$ cat src/rtl/wbu_stage_pkg.sv
// Shared definitions for the write-back stage: write-back source select codes
// and the skid buffer state encoding.
package wbu_stage_pkg;

    localparam int unsigned WB_SEL_WIDTH = 2;

    localparam logic [WB_SEL_WIDTH-1:0] WB_SEL_EXU  = 2'b00;
    localparam logic [WB_SEL_WIDTH-1:0] WB_SEL_LOAD = 2'b01;
    localparam logic [WB_SEL_WIDTH-1:0] WB_SEL_PC4  = 2'b10;
    localparam logic [WB_SEL_WIDTH-1:0] WB_SEL_CSR  = 2'b11;

    typedef enum logic [1:0] {
        SKID_EMPTY = 2'd0,
        SKID_ONE   = 2'd1,
        SKID_FULL  = 2'd2
    } skid_state_e;

endpackage

$ cat src/rtl/wbu_skid_buf.sv
// Generic 2-entry valid/ready skid buffer. The head register drives the output;
// the skid register absorbs the one extra entry accepted before in_ready drops.
module wbu_skid_buf #(
    parameter int unsigned WIDTH = 8
) (
    input  logic             clk,
    input  logic             rstn,
    input  logic             in_valid,
    output logic             in_ready,
    input  logic [WIDTH-1:0] in_data,
    output logic             out_valid,
    input  logic             out_ready,
    output logic [WIDTH-1:0] out_data
);
    import wbu_stage_pkg::*;

    skid_state_e      state_q;
    skid_state_e      state_d;
    logic [WIDTH-1:0] head_q;
    logic [WIDTH-1:0] skid_q;
    logic             push;
    logic             pop;
    logic             load_head_in;
    logic             load_head_skid;
    logic             load_skid;

    assign push      = in_valid & in_ready;
    assign out_valid = (state_q != SKID_EMPTY);
    assign pop       = out_valid & out_ready;
    assign out_data  = head_q;

    always_ff @(posedge clk or negedge rstn) begin
        if (!rstn) begin
            state_q <= SKID_EMPTY;
        end else begin
            state_q <= state_d;
        end
    end

    // Next state and register load enables
    always_comb begin
        state_d        = state_q;
        load_head_in   = 1'b0;
        load_head_skid = 1'b0;
        load_skid      = 1'b0;
        case (state_q)
            SKID_EMPTY: begin
                if (push) begin
                    load_head_in = 1'b1;
                    state_d      = SKID_ONE;
                end
            end
            SKID_ONE: begin
                if (push && pop) begin
                    load_head_in = 1'b1;
                end else if (push) begin
                    load_skid = 1'b1;
                    state_d   = SKID_FULL;
                end else if (pop) begin
                    state_d = SKID_EMPTY;
                end
            end
            SKID_FULL: begin
                if (pop) begin
                    load_head_skid = 1'b1;
                    state_d        = SKID_ONE;
                end
            end
            default: begin
                state_d = SKID_EMPTY;
            end
        endcase
    end

    // in_ready is registered from the next state so it drops right after the skid fills
    always_ff @(posedge clk or negedge rstn) begin
        if (!rstn) begin
            in_ready <= 1'b1;
            head_q   <= '0;
            skid_q   <= '0;
        end else begin
            in_ready <= (state_d != SKID_FULL);
            if (load_head_in) begin
                head_q <= in_data;
            end else if (load_head_skid) begin
                head_q <= skid_q;
            end
            if (load_skid) begin
                skid_q <= in_data;
            end
        end
    end

endmodule

$ cat src/rtl/wbu_stage.sv
// Write-back stage: selects the write-back value, buffers retiring instructions
// in a skid buffer and drives the GPR write port and retire interface.
module wbu_stage #(
    parameter int unsigned DATA_W = 32,
    parameter int unsigned REG_AW = 5,
    parameter int unsigned CNT_W  = 32
) (
    input  logic              clk,
    input  logic              rstn,
    input  logic              in_valid,
    output logic              in_ready,
    input  logic [DATA_W-1:0] in_pc,
    input  logic [REG_AW-1:0] in_rd,
    input  logic              in_rd_wen,
    input  logic [1:0]        in_wb_sel,
    input  logic [DATA_W-1:0] in_exu_res,
    input  logic [DATA_W-1:0] in_load_data,
    input  logic [DATA_W-1:0] in_csr_data,
    input  logic              commit_ready,
    output logic              out_valid,
    output logic              gpr_wen,
    output logic [REG_AW-1:0] gpr_waddr,
    output logic [DATA_W-1:0] gpr_wdata,
    output logic [DATA_W-1:0] retire_pc,
    output logic [CNT_W-1:0]  retire_cnt
);
    import wbu_stage_pkg::*;

    localparam int unsigned ENTRY_W = 2 * DATA_W + REG_AW + 1;

    logic [DATA_W-1:0]  wdata_sel;
    logic [ENTRY_W-1:0] entry_in;
    logic [ENTRY_W-1:0] head;
    logic [DATA_W-1:0]  head_pc;
    logic [REG_AW-1:0]  head_rd;
    logic               head_rd_wen;
    logic [DATA_W-1:0]  head_wdata;
    logic               pop;

    // Write-back source select
    always_comb begin
        wdata_sel = in_exu_res;
        case (in_wb_sel)
            WB_SEL_EXU:  wdata_sel = in_exu_res;
            WB_SEL_LOAD: wdata_sel = in_load_data;
            WB_SEL_PC4:  wdata_sel = in_pc + DATA_W'(4);
            WB_SEL_CSR:  wdata_sel = in_csr_data;
            default:     wdata_sel = in_exu_res;
        endcase
    end

    assign entry_in = {in_pc, in_rd, in_rd_wen, wdata_sel};

    wbu_skid_buf #(
        .WIDTH (ENTRY_W)
    ) u_skid_buf (
        .clk       (clk),
        .rstn      (rstn),
        .in_valid  (in_valid),
        .in_ready  (in_ready),
        .in_data   (entry_in),
        .out_valid (out_valid),
        .out_ready (commit_ready),
        .out_data  (head)
    );

    assign {head_pc, head_rd, head_rd_wen, head_wdata} = head;

    assign pop       = out_valid & commit_ready;
    assign gpr_waddr = head_rd;
    assign gpr_wdata = head_wdata;
    assign retire_pc = head_pc;
    // x0 writes are dropped but the instruction still retires
    assign gpr_wen   = pop & head_rd_wen & (head_rd != '0);

    always_ff @(posedge clk or negedge rstn) begin
        if (!rstn) begin
            retire_cnt <= '0;
        end else if (pop) begin
            retire_cnt <= retire_cnt + CNT_W'(1);
        end
    end

endmodule

$ cat config.mk
export PLATFORM = sky130hd
export DESIGN_NAME = wbu_stage
export DESIGN_NICKNAME = d
export VERILOG_FILES = /design/src/rtl/wbu_stage_pkg.sv /design/src/rtl/wbu_skid_buf.sv /design/src/rtl/wbu_stage.sv
export SDC_FILE = /design/constraint.sdc
export NUM_CORES = 1
export LEC_CHECK = 0
export BUFFER_PORTS_ARGS = -buffer_cell sky130_fd_sc_hd__buf_2
export CAP_MARGIN = 20
export CORE_ASPECT_RATIO = 0.7
export CORE_MARGIN = 2
export CORE_UTILIZATION = 54
export DETAILED_ROUTE_END_ITERATION = 10
export PLACE_DENSITY = 0.87
export SETUP_SLACK_MARGIN = 0.4
export SLEW_MARGIN = 15
export SYNTH_ARGS = -nofsm -noshare
export SYNTH_HDL_FRONTEND = slang
export SYNTH_SLANG_ARGS = --single-unit
$ cat constraint.sdc
create_clock -name clk -period 2.51 [get_ports clk]
set_input_delay 0.502 -clock clk [delete_from_list [all_inputs] [get_ports clk]]
set_output_delay 0.502 -clock clk [all_outputs]
set_load 0.02 [all_outputs]
==> impl_metrics.ini, run 1 <==
[floorplan]
initial_core_util = 0.5490
die_h_um = 114.2
die_x_um = 161.4
design.die.area_um2 = 18440
fp.coreArea_um2 = 17070
placementRows = 40
ios = 244

[route]
drtIter0Drc = 952
ant_nets = 0
wl_per_cell_um = 19.12
drt-total-wl_mm = 27.46
drc = 0
first_pass_iters = 6
viasPerCell = 5.839
vias = 8385

[yosys]
ys_seq_area_frac = 0.4675
ys_warn_count = 0
synth_fp_nets = 1154
syn_avg_cell_area_um2 = 9.258
ys_ff_latch = 175
synth_edf_count = 0
synth_top_area_share = 0.4647
synth_area_um2 = 9369
yosys-top-cells-count = nand2_1, dfrtp_1, buf_4
yosysMostFrequentCell = nand2_1
async_flop_share = 1.000
ys.flop_type = dfrtp_1
synth_area_leaders = dfrtp_1, nand2_1, buf_4
yosysUniqueCellTypes = 57
synth_cells = 1012
synth_top_cell_by_area = dfrtp_1

[cells_and_area]
area_growth_pct = 19.95
fillers = 1388
final_nets = 1333
final_util = 0.6585
final_cell_area_um2 = 11240
layout-drive-gt1-share = 0.3115

[timing]
fmax_mhz = 466.9
slew_violations = 0
setup_ws_ns = 0.3682
worst_pin_slew_ns = 1.032
skew_ns = 0.01661
finalHoldViolCount = 0
finalSetupViolations = 0
hold_ws_ns = 0.04785
period_share = 0.8533
rsz0062_at_grt = true
max_slew_margin = 0.3106
fin_crit_ns = 2.142

[setup_path]
worst_setup_path_end_kind = output pin
r2r_cells = 4
path_class = flop to output pin
r2r_setup_slack_ns = 0.46
critPathSlowestCell = dfrtp_1
cp_cell_sequence = or3_1 > o311a_1 > buf_6
cp.arrival_ns = 1.64
crit_required_ns = 2.01
crit_fanout = 3
critPathMaxStageDelay_ns = 0.40
critPathLaunchType = flop

[cts]
clock_sinks = 175
tritoncts = done
h-tree-depth = 4
clockRootBuffer = clkbuf_16
clk_latency_ns = 0.43
cts_buffer_depth = 2
cts_made_buffers = 17
clk_pin_slew_ns = 0.08

[grt]
grt-ovfl-total = 0
antenna_found_initial = 1
grt_max_degree = 68
grt_pass1_vias = 7822
grt_usage = 0.3027
grt_pass1_wl_mm = 42.88

[flow_run]
drv_cap = 0

[placed_design]
portBuffers = 243
pre_cts_ws_ns = -0.07192
placed_cell_area_um2 = 10640
place_hpwl_mm = 20.05
place.gp.congestion = 0.9179

[power_and_ir_drop]
ir_worst_vdd_uv = 653.8
power.density_nw_per_um2 = 1002
cellLeakagePower_nw = 5.553

[worst_hold_path]
hold_path_class = input pin to async pin

[status]
status = completed
-- state kept, by name (all words and copies together), names as in the netlist --
register             flops
u_skid_buf.in_ready      1
u_skid_buf.out_data     70
retire_cnt              32
u_skid_buf.skid_q       70
u_skid_buf.state_q       2
-- where the power goes --
group / leakage [nW] / switching (W) / internal (W)
logic: 3.12 / 0.00250 / 0.00151
registers: 2.18 / 0.000767 / 0.00400
clock network: 0.257 / 0.00119 / 0.00130
-- what timing repair did --
item | 4_1_cts | 5_1_grt
hold buffers | 0 | 0
setup buffers | 0 | 1
pin swaps | 0 | 1
gates resized for setup | 5 | 6
setup endpoints to repair | 4 | 18
-- cell usage in the layout, fill, tap and decap left out, drive strengths merged, types with 5 or more instances in the layout --
master and instances:
a211oi 8, a21o 7, a21oi 24, a221o 5, a22oi 45, a31oi 5, and2 5, and3 6
and4 5, buf 294, clkbuf 20, dfrtp 174, inv 18, mux2 17, mux2i 19, mux4 12
nand2 250, nand2b 6, nand3 21, nand4 21, nor2 46, nor2b 13, nor3 17, nor4 12
o21a 5, o21ai 26, o22ai 12, o31ai 15, xnor2 32, xor2 14
-- stage by stage --
step | cells | total power, W | TNS [ns]
after floorplan | 1012 | 0.007870 | 0
final | 1436 | 0.01126 | 0
after global placement | 1402 | 0.008590 | 0
after detailed placement | 1402 | 0.008750 | -0.1086
after global routing | 1435 | 0.01194 | 0
after CTS | 1434 | 0.01126 | 0
-- cell families after synthesis --
group	after synthesis	synth area share
xor+xnor	46	0.04300
compound gates	177	0.1311
flops	175	0.4675
buf+inv	146	0.08667
mux	48	0.06958
fa+ha+maj	2	0.002671
simple gates	418	0.1994
-- final timing paths --
path | to | start
max in group asynchronous | u_skid_buf.out_data[13] | rstn
worst min-delay path | u_skid_buf.out_data[57] | rstn
worst max-delay path | gpr_wen | u_skid_buf.out_data[34]
min in group clk | u_skid_buf.skid_q[37] | in_rd[4]
worst min register to register | u_skid_buf.out_data[39] | u_skid_buf.out_data[39]
worst max register to register | u_skid_buf.out_data[23] | u_skid_buf.in_ready
-- critical path: cells and delay by family (launching register included) --
kind	cells	cell delay (ns)
and+or+nand+nor	1	0.37
buffers and inverters	1	0.14
AOI/OAI and AO/OA	1	0.31
DFF	1	0.40
-- routing by layer --
layer,global-route usage,share of wire
met5,0,0
met4,0.1012,0.023
met3,0.07570,0.11
met2,0.4282,0.42
met1,0.4548,0.44
-- final cells by class --
class / instances / area, um2 / area share
Inverter: 12 / 45.04 / 0.004008
Clock buffer: 20 / 436.7 / 0.03886
Tap cell: 231 / 289.0 / 0.02572
Sequential cell: 175 / 4384 / 0.3901
Multi-Input combinational cell: 691 / 4285 / 0.3813
Timing Repair Buffer: 294 / 1690 / 0.1504
Antenna cell: 1 / 2.502 / 0.0002227
Clock inverter: 12 / 105.1 / 0.009352
Note: power is estimated with default switching activity, not from simulation.
==> inputs of run 2 (changes only) <==
--- a/config.mk
+++ b/config.mk
@@ -12,7 +12,6 @@
 export CORE_UTILIZATION = 54
 export DETAILED_ROUTE_END_ITERATION = 10
 export PLACE_DENSITY = 0.87
-export SETUP_SLACK_MARGIN = 0.4
 export SLEW_MARGIN = 15
 export SYNTH_ARGS = -nofsm -noshare
 export SYNTH_HDL_FRONTEND = slang
==> constraint.sdc (replaced) <==
create_clock -name clk -period 2.51 [get_ports clk]
set_input_delay 0.6275 -clock clk [delete_from_list [all_inputs] [get_ports clk]]
set_output_delay 0.6275 -clock clk [all_outputs]
set_load 0.02 [all_outputs]
==> impl_metrics.ini, run 2 (synthesized netlist as in run 1, its figures left out) <==
[floorplan]
fp.coreArea_um2 = 17070
die_h_um = 114.2
ios = 244
design.die.area_um2 = 18440
placementRows = 40
initial_core_util = 0.5490
die_x_um = 161.4

[cells_and_area]
regArea_um2 = 4380
final_common_cell = nand2_1
layout-drive-gt1-share = 0.3035
final_nets = 1337
fillers = 1379
mostFrequentLayoutCells = nand2_1, buf_2, dfrtp_1, buf_4, nor2_1
final_util = 0.6582
area_growth_pct = 19.90
diodes = 0
multi_input_area_um2 = 4204

[cts]
cts_made_buffers = 17
cts_hold_buf = 0
h-tree-depth = 4
post_cts_buffers = 0
clockRootBuffer = clkbuf_16
cts_buffer_depth = 2
tritoncts = done
clock_sinks = 175
clk_pin_slew_ns = 0.07
clk_latency_ns = 0.42
cts-resized-gates = 0

[setup_path]
cp.arrival_ns = 1.64
critPathLaunchType = flop
crit_fanout = 10
worst_setup_path_end_kind = output pin
path_class = flop to output pin
crit_required_ns = 1.88

[timing]
finalHoldViolCount = 0
rsz0062_at_grt = false
period_share = 0.9016
finalSetupViolations = 0
slew_violations = 0
skew_ns = 0.01135
fin_crit_ns = 2.263
max_slew_margin = 0.2687
worst_pin_slew_ns = 1.095
fmax_mhz = 441.9

[route]
drt-total-wl_mm = 27.45
vias = 8497
first_pass_iters = 7
drtIter0Drc = 884
wl_per_cell_um = 19.11
viasPerCell = 5.913
ant_nets = 0
drc = 0

[worst_hold_path]
hold_path_class = input pin to async pin

[status]
status = completed

[power_and_ir_drop]
power.density_nw_per_um2 = 1020
finalPower_w = 0.01146
ir_worst_vdd_uv = 633.5
cellLeakagePower_nw = 5.562

[flow_run]
drv_cap = 0

[grt]
grt_usage = 0.3007
grt_pass1_vias = 7902
grt_max_degree = 83
antenna_found_initial = 0
grt-ovfl-total = 0
grt_pass1_wl_mm = 42.94

[placed_design]
place.gp.congestion = 0.9164
portBuffers = 243
place_hpwl_mm = 19.62
[run 2: cell types whose count changed in the layout (fill, tap and decap cells not counted), sizes merged]
| cell | change |
|---|---|
| clkinv | -1 |
| bufinv | +3 |
| clkbuf | -1 |
| diode | -1 |
| buf | +4 |
| inv | -3 |
[run 2: metal layers]
metal,GRT usage,vias up,share of wire
met3,0.06773,64,0.11
met4,0.09702,0,0.023
met1,0.4603,4032,0.44
met5,0,-,0
met2,0.4234,576,0.42
li1,-,3825,-
[run 2: worst max-delay path: stages (launching register included)]
cell	delay, ns
dfrtp_1	0.51
o21a_1	0.24
buf_4	0.17
o311a_1	0.16
buf_2	0.15
[run 2: final cells by class]
type,instances,area share
Tap cell,231,0.02573
Timing Repair Buffer,298,0.1534
Clock buffer,19,0.03854
Clock inverter,11,0.01415
Inverter,12,0.004010
Sequential cell,175,0.3900
Multi-Input combinational cell,691,0.3742
[run 2: path summary, 6_finish.rpt]
| check | start | end | slack, ns | cells after the start |
|---|---|---|---|---|
| setup / recovery | u_skid_buf.state_q[1] | gpr_wen | 0.25 | 4 |
| hold / removal | rstn | u_skid_buf.skid_q[57] | 0.12 | 1 |
| setup reg to reg | u_skid_buf.state_q[1] | u_skid_buf.out_data[61] | 0.28 | 5 |
| hold reg to reg | u_skid_buf.out_data[63] | u_skid_buf.out_data[63] | 0.47 | 2 |
| max in group asynchronous | rstn | u_skid_buf.in_ready | 1.68 | 2 |
| min in group clk | in_rd[1] | u_skid_buf.skid_q[34] | 0.41 | 3 |
[run 2: stage by stage]
stage	cell area, um2	setup TNS, ns	hold slack, ns	setup WS, ns	cells
after floorplan	9369	0	0.3319	0.1556	1012
after global placement	10640	-0.1741	0.4572	-0.03621	1407
after detailed placement	10640	-0.5722	0.4577	-0.08074	1407
after CTS	11230	0	0.1190	0.2204	1437
after global routing	11230	0	0.1360	0.1413	1437
final	11230	0	0.1180	0.2471	1437
[run 2: report_power, final]
part	switching (W)	internal, W
Combinational	0.00249	0.00149
Clock	0.00114	0.00157
Sequential	0.000767	0.00400
Total	0.00440	0.00706
